<file path="config.mk">
export PLATFORM = sky130hd
export DESIGN_NAME = audioqsys_led_pio_blink
export DESIGN_NICKNAME = d
export VERILOG_FILES = /design/src/rtl/audioqsys_led_pio_blink.sv
export SDC_FILE = /design/constraint.sdc
export NUM_CORES = 1
export LEC_CHECK = 0
export CAP_MARGIN = 5
export CORE_MARGIN = 1.5
export CORE_UTILIZATION = 48
export CTS_CLUSTER_SIZE = 25
export DETAILED_ROUTE_END_ITERATION = 8
export PLACE_DENSITY = 0.78
export SLEW_MARGIN = 25
export SYNTH_ARGS = -nofsm -noshare
export SYNTH_HDL_FRONTEND = slang
export SYNTH_SLANG_ARGS = --single-unit
</file>
<file path="constraint.sdc">
create_clock -name clk -period 3 [get_ports clk]
set_input_delay 0.6 -clock clk [delete_from_list [all_inputs] [get_ports clk]]
set_output_delay 0.6 -clock clk [all_outputs]
set_load 0.01 [all_outputs]
</file>
<file path="src/rtl/audioqsys_led_pio_blink.sv">
// audioqsys_led_pio_blink
// Avalon-MM output PIO for board LEDs. It provides a DATA register with atomic
// SET, CLR and TOGGLE write ports. Selected bits blink under a programmable
// half-period prescaler. Reads have zero latency.
module audioqsys_led_pio_blink #(
   parameter int unsigned WIDTH        = 9,
   parameter int unsigned PERIOD_W     = 24,
   parameter int unsigned RESET_VALUE  = 0,
   parameter int unsigned RESET_PERIOD = 0
) (
   input  logic             clk,
   input  logic             reset_n,
   input  logic [2:0]       address,
   input  logic             chipselect,
   input  logic             write_n,
   input  logic [31:0]      writedata,
   output logic [31:0]      readdata,
   output logic [WIDTH-1:0] out_port
);

   localparam logic [WIDTH-1:0]    RST_DATA   = WIDTH'(RESET_VALUE);
   localparam logic [PERIOD_W-1:0] RST_PERIOD = PERIOD_W'(RESET_PERIOD);

   localparam logic [2:0] ADDR_DATA   = 3'd0;
   localparam logic [2:0] ADDR_BLINK  = 3'd1;
   localparam logic [2:0] ADDR_SET    = 3'd2;
   localparam logic [2:0] ADDR_CLR    = 3'd3;
   localparam logic [2:0] ADDR_TOGGLE = 3'd4;
   localparam logic [2:0] ADDR_PERIOD = 3'd5;
   localparam logic [2:0] ADDR_STATUS = 3'd6;

   logic [WIDTH-1:0]    data;
   logic [WIDTH-1:0]    blink;
   logic [PERIOD_W-1:0] period;
   logic [PERIOD_W-1:0] cnt;
   logic                phase;

   logic                wr;
   logic [WIDTH-1:0]    wd;
   logic [PERIOD_W-1:0] wd_period;
   logic                period_wr;
   logic                terminal;

   assign wr        = chipselect & ~write_n;
   assign wd        = writedata[WIDTH-1:0];
   assign wd_period = writedata[PERIOD_W-1:0];
   assign period_wr = wr && (address == ADDR_PERIOD);
   assign terminal  = (cnt == period - PERIOD_W'(1));

   // DATA and BLINK registers, including the read-modify-write atomics.
   always_ff @(posedge clk or negedge reset_n) begin
      if (!reset_n) begin
         data  <= RST_DATA;
         blink <= '0;
      end else if (wr) begin
         case (address)
            ADDR_DATA:   data  <= wd;
            ADDR_BLINK:  blink <= wd;
            ADDR_SET:    data  <= data | wd;
            ADDR_CLR:    data  <= data & ~wd;
            ADDR_TOGGLE: data  <= data ^ wd;
            default:     ;
         endcase
      end
   end

   // The PERIOD register and the blink prescaler. A PERIOD write always restarts
   // the prescaler from cnt 0 and phase 0, even on a terminal-count cycle.
   always_ff @(posedge clk or negedge reset_n) begin
      if (!reset_n) begin
         period <= RST_PERIOD;
         cnt    <= '0;
         phase  <= 1'b0;
      end else if (period_wr) begin
         period <= wd_period;
         cnt    <= '0;
         phase  <= 1'b0;
      end else if (period == '0) begin
         cnt    <= '0;
         phase  <= 1'b0;
      end else if (terminal) begin
         cnt    <= '0;
         phase  <= ~phase;
      end else begin
         cnt    <= cnt + PERIOD_W'(1);
      end
   end

   // Zero-latency read mux. It is not gated by chipselect, and unused bits read as zero.
   always_comb begin
      readdata = '0;
      case (address)
         ADDR_DATA:   readdata = 32'(data);
         ADDR_BLINK:  readdata = 32'(blink);
         ADDR_PERIOD: readdata = 32'(period);
         ADDR_STATUS: readdata = {31'd0, phase};
         default:     readdata = '0;
      endcase
   end

   // A blinking bit is driven high only during the high phase of the prescaler.
   assign out_port = data & (~blink | {WIDTH{phase}});

endmodule

</file>
==> results.yml, run 1 <==
clock_tree:
  clk_latency_ns: 0.35
  clock-sinks: 67
  numCtsBuffers: 9
  clkTransAtPathRegs_ns: 0.08
  hold_buffers: 0
  clock_path_buffers: 2
  htree_levels: 3
  cts_tree: "yes"
  root_buffer: "clkbuf_8"
routing:
  wire_per_inst_um: 16.11
  drt_pass1_iterations: 7
  ant_nets: 0
  vias: 3994
  wl_um: 11130
  drc: 0
  first_iter_violations: 285
  viasPerCell: 5.780
power_and_ir_drop:
  powerDensity_mw_per_mm2: 593.7
  vdd_drop_max_uv: 369.2
  cellLeakagePower_nw: 2.350
synth:
  syn_inst: 505
  postSynthAreaPerCell_um2: 8.981
  synthArstFlopShare_pct: 100.0
  synth_area_leaders: "dfrtp_1, mux2_2, ha_1, xor2_1, xnor2_1"
  yosysTopAreaCell: "dfrtp_1"
  synth_cell_types: 52
  synth_top_area_share_pct: 36.97
  synthFlopType: "dfrtp_1"
  synth_edf_count: 0
  syn_area_mm2: 0.004536
  synth_warnings: 0
  ys_ff_latch: 67
  yosysSeqAreaShare_pct: 36.97
setup_path:
  cp.required_ns: 3.27
  cp_max_fo: 6
  r2r_start: "period[12]$_DFFE_PN0P_"
  crit_start: "period[12]$_DFFE_PN0P_"
  slowest_delay_ns: 0.58
  critical_path_class: "reg2reg"
  path_buf_inv: 0
  cp_data_arrival_time_ns: 3.15
  startpoint_type: "register"
  rr_worst_depth: 7
  path_cells: "or4_4 -> or4_1 -> o31a_1 -> a211oi_2 -> nand3_1 -> or4_1 -> a21oi_1"
  cp.depth: 7
  critPathSlowestCell: "or4_4"
  end_kind: "register"
  critPathMostFrequentCell: "or4_1"
  crit_family: "simple AND/OR/NAND/NOR gates"
floorplan:
  start_util_pct: 49.32
  io_pins: 80
  die_y_um: 100.2
  die_w_um: 100.2
  core_mm2: 0.009196
  rows: 35
  die_area_mm2: 0.01004
sta:
  maxSlewHeadroom_pct: 54.13
  tightest_slew_ns: 0.6861
  hold_viol_final: 0
  maxSlewViolCount: 0
  rsz0062_at_grt: "no"
  setup_viol: 0
  finalCritPeriodShare_pct: 95.94
  fmax_ghz: 0.3474
  skew_ns: 0.01340
  period_needed_ns: 2.878
  hold_ws_ns: 0.1391
flow_run:
  maxCapViolCount: 0
global_route:
  grt_pass1_wl_um: 18820
  grt_start_max_net_pins: 30
  antenna_found_initial: 0
  first_global_vias: 4011
  globalRoute.totalOverflow: 0
  grt_usage_pct: 23.64
placement:
  place_area_mm2: 0.005354
  hpwl_um: 8321
  routabilityCongestion: 0.9128
  portBuffers: 63
layout:
  final_area_mm2: 0.005519
  layout-drive-gt1-share_pct: 13.28
  nFillCells: 802
  finalNetCount: 634
  diodes: 0
  syn2layout_area_growth_pct: 21.68
worst_hold_path:
  hold_class: "in2async"
status:
  status: "complete, no violations"
per-stage QoR:
stage	setup WS, ns	util (%)	cells	power (mW)	setup TNS (ns)
6_report	0.1217	60.01	691	3.276	0
5_1_grt	0.01386	60.01	691	3.505	0
4_1_cts	0.1232	59.95	691	3.276	0
3_5_place_dp	-0.04446	58.22	675	2.620	-0.3283
3_3_place_gp	0.01759	58.22	675	2.558	0
2_1_floorplan	0.2221	-	512	2.197	0
kinds of logic after synthesis:
| family | count (synthesis) | synth area share [%] |
|---|---|---|
| AO/OA/AOI/OAI | 80 | 10.90 |
| XOR/XNOR | 51 | 9.848 |
| adder cells (fa/ha/maj) | 20 | 5.517 |
| buffers and inverters | 59 | 6.096 |
| flip-flops | 67 | 36.97 |
| multiplexers | 39 | 9.434 |
| other | 1 | 0.08268 |
| AND/OR/NAND/NOR | 188 | 21.16 |
final timing paths:
path | end | slack, ns
setup / recovery | phase$_DFFE_PN0P_ | 0.12
hold / removal | data[7]$_DFFE_PN0P_ | 0.14
setup reg to reg | phase$_DFFE_PN0P_ | 0.12
hold reg to reg | blink[1]$_DFFE_PN0P_ | 0.54
max in group asynchronous | cnt[0]$_DFF_PN0_ | 2.17
min in group clk | blink[1]$_DFFE_PN0P_ | 0.54
synth_stat cells, types with 9 or more instances:
| library cell | number |
|---|---|
| mux2_2 | 30 |
| xnor2_1 | 23 |
| nor4_1 | 9 |
| a21oi_1 | 35 |
| nand2_1 | 26 |
| clkbuf_1 | 18 |
| buf_4 | 9 |
| nor3_1 | 30 |
| nor2_1 | 50 |
| o21ai_0 | 19 |
| and2_1 | 16 |
| mux2i_1 | 9 |
| nand4_1 | 11 |
| ha_1 | 20 |
| a221oi_1 | 9 |
| xor2_1 | 28 |
| inv_1 | 24 |
| dfrtp_1 | 67 |
| nand3_1 | 16 |
power breakdown:
group	leakage (nW)	switching, mW	total (mW)	internal (mW)
clock	0.0856	0.356	0.649	0.293
sequential	0.841	0.309	1.43	1.12
combinational	1.42	0.588	1.20	0.608
total	2.35	1.25	3.28	2.02
repair_timing:
| action | in CTS | in global routing |
|---|---|---|
| hold endpoints to repair | 0 | 0 |
| setup endpoints to repair | 17 | 2 |
| pin swaps | 0 | 0 |
| gates cloned | 0 | 0 |
| gates resized for setup | 1 | 1 |
| setup buffers | 0 | 0 |
worst reg2reg max path: stages, from the launching register on:
cell      delay (ns)
dfrtp_1         0.39
or4_4           0.58
or4_1           0.53
o31a_1          0.33
a211oi_2        0.19
nand3_1         0.13
or4_1           0.48
a21oi_1         0.16
sequential cells by signal, indices dropped and copies added (netlist names):
signal,count
blink,9
phase,1
cnt,24
period,24
data,9
cell type report:
class,instances,area [um2],area share (%)
multi-input cells,386,2615,47.38
clock inverters,6,32.53,0.5894
well taps,111,138.9,2.516
flip-flops and latches,67,1677,30.38
clock buffers,10,127.6,2.312
repair buffers,86,834.6,15.12
inverters,25,93.84,1.700
metal layers:
layer  GRT usage [%]  up-vias  wire (um)
met5               0        -          0
met4           9.209        0        178
met3           3.830       16        630
met2           40.35      137       5452
met1           30.08     1946       4867
li1                -     1895          -
cell usage in the layout (no fill, tap or decap), types with 3 or more instances in the layout:
cell type and count:
inv_1 24, a21oi_1 35, or4_1 5, a221oi_1 9, nor3_1 30, clkdlybuf4s50_1 61
buf_12 3, nor4_1 8, nand2_1 26, nand4_1 11, clkinv_2 5, xor2_1 28
nand3_1 16, nor2b_1 5, o21ai_0 19, clkbuf_8 9, mux2i_1 9, nor3b_1 3
conb_1 8, dfrtp_1 67, nor2_1 50, mux2_2 30, ha_1 20, o31ai_1 3
buf_4 20, xnor2_1 23, and2_1 16, and3_1 4
(Power assumes the default switching activity.)
==> run 2: changes to the inputs <==
- CTS_CLUSTER_DIAMETER: not set -> 200
==> results of run 2 <==
No change in the layout: final DEF, timing and power equal those of run 1.
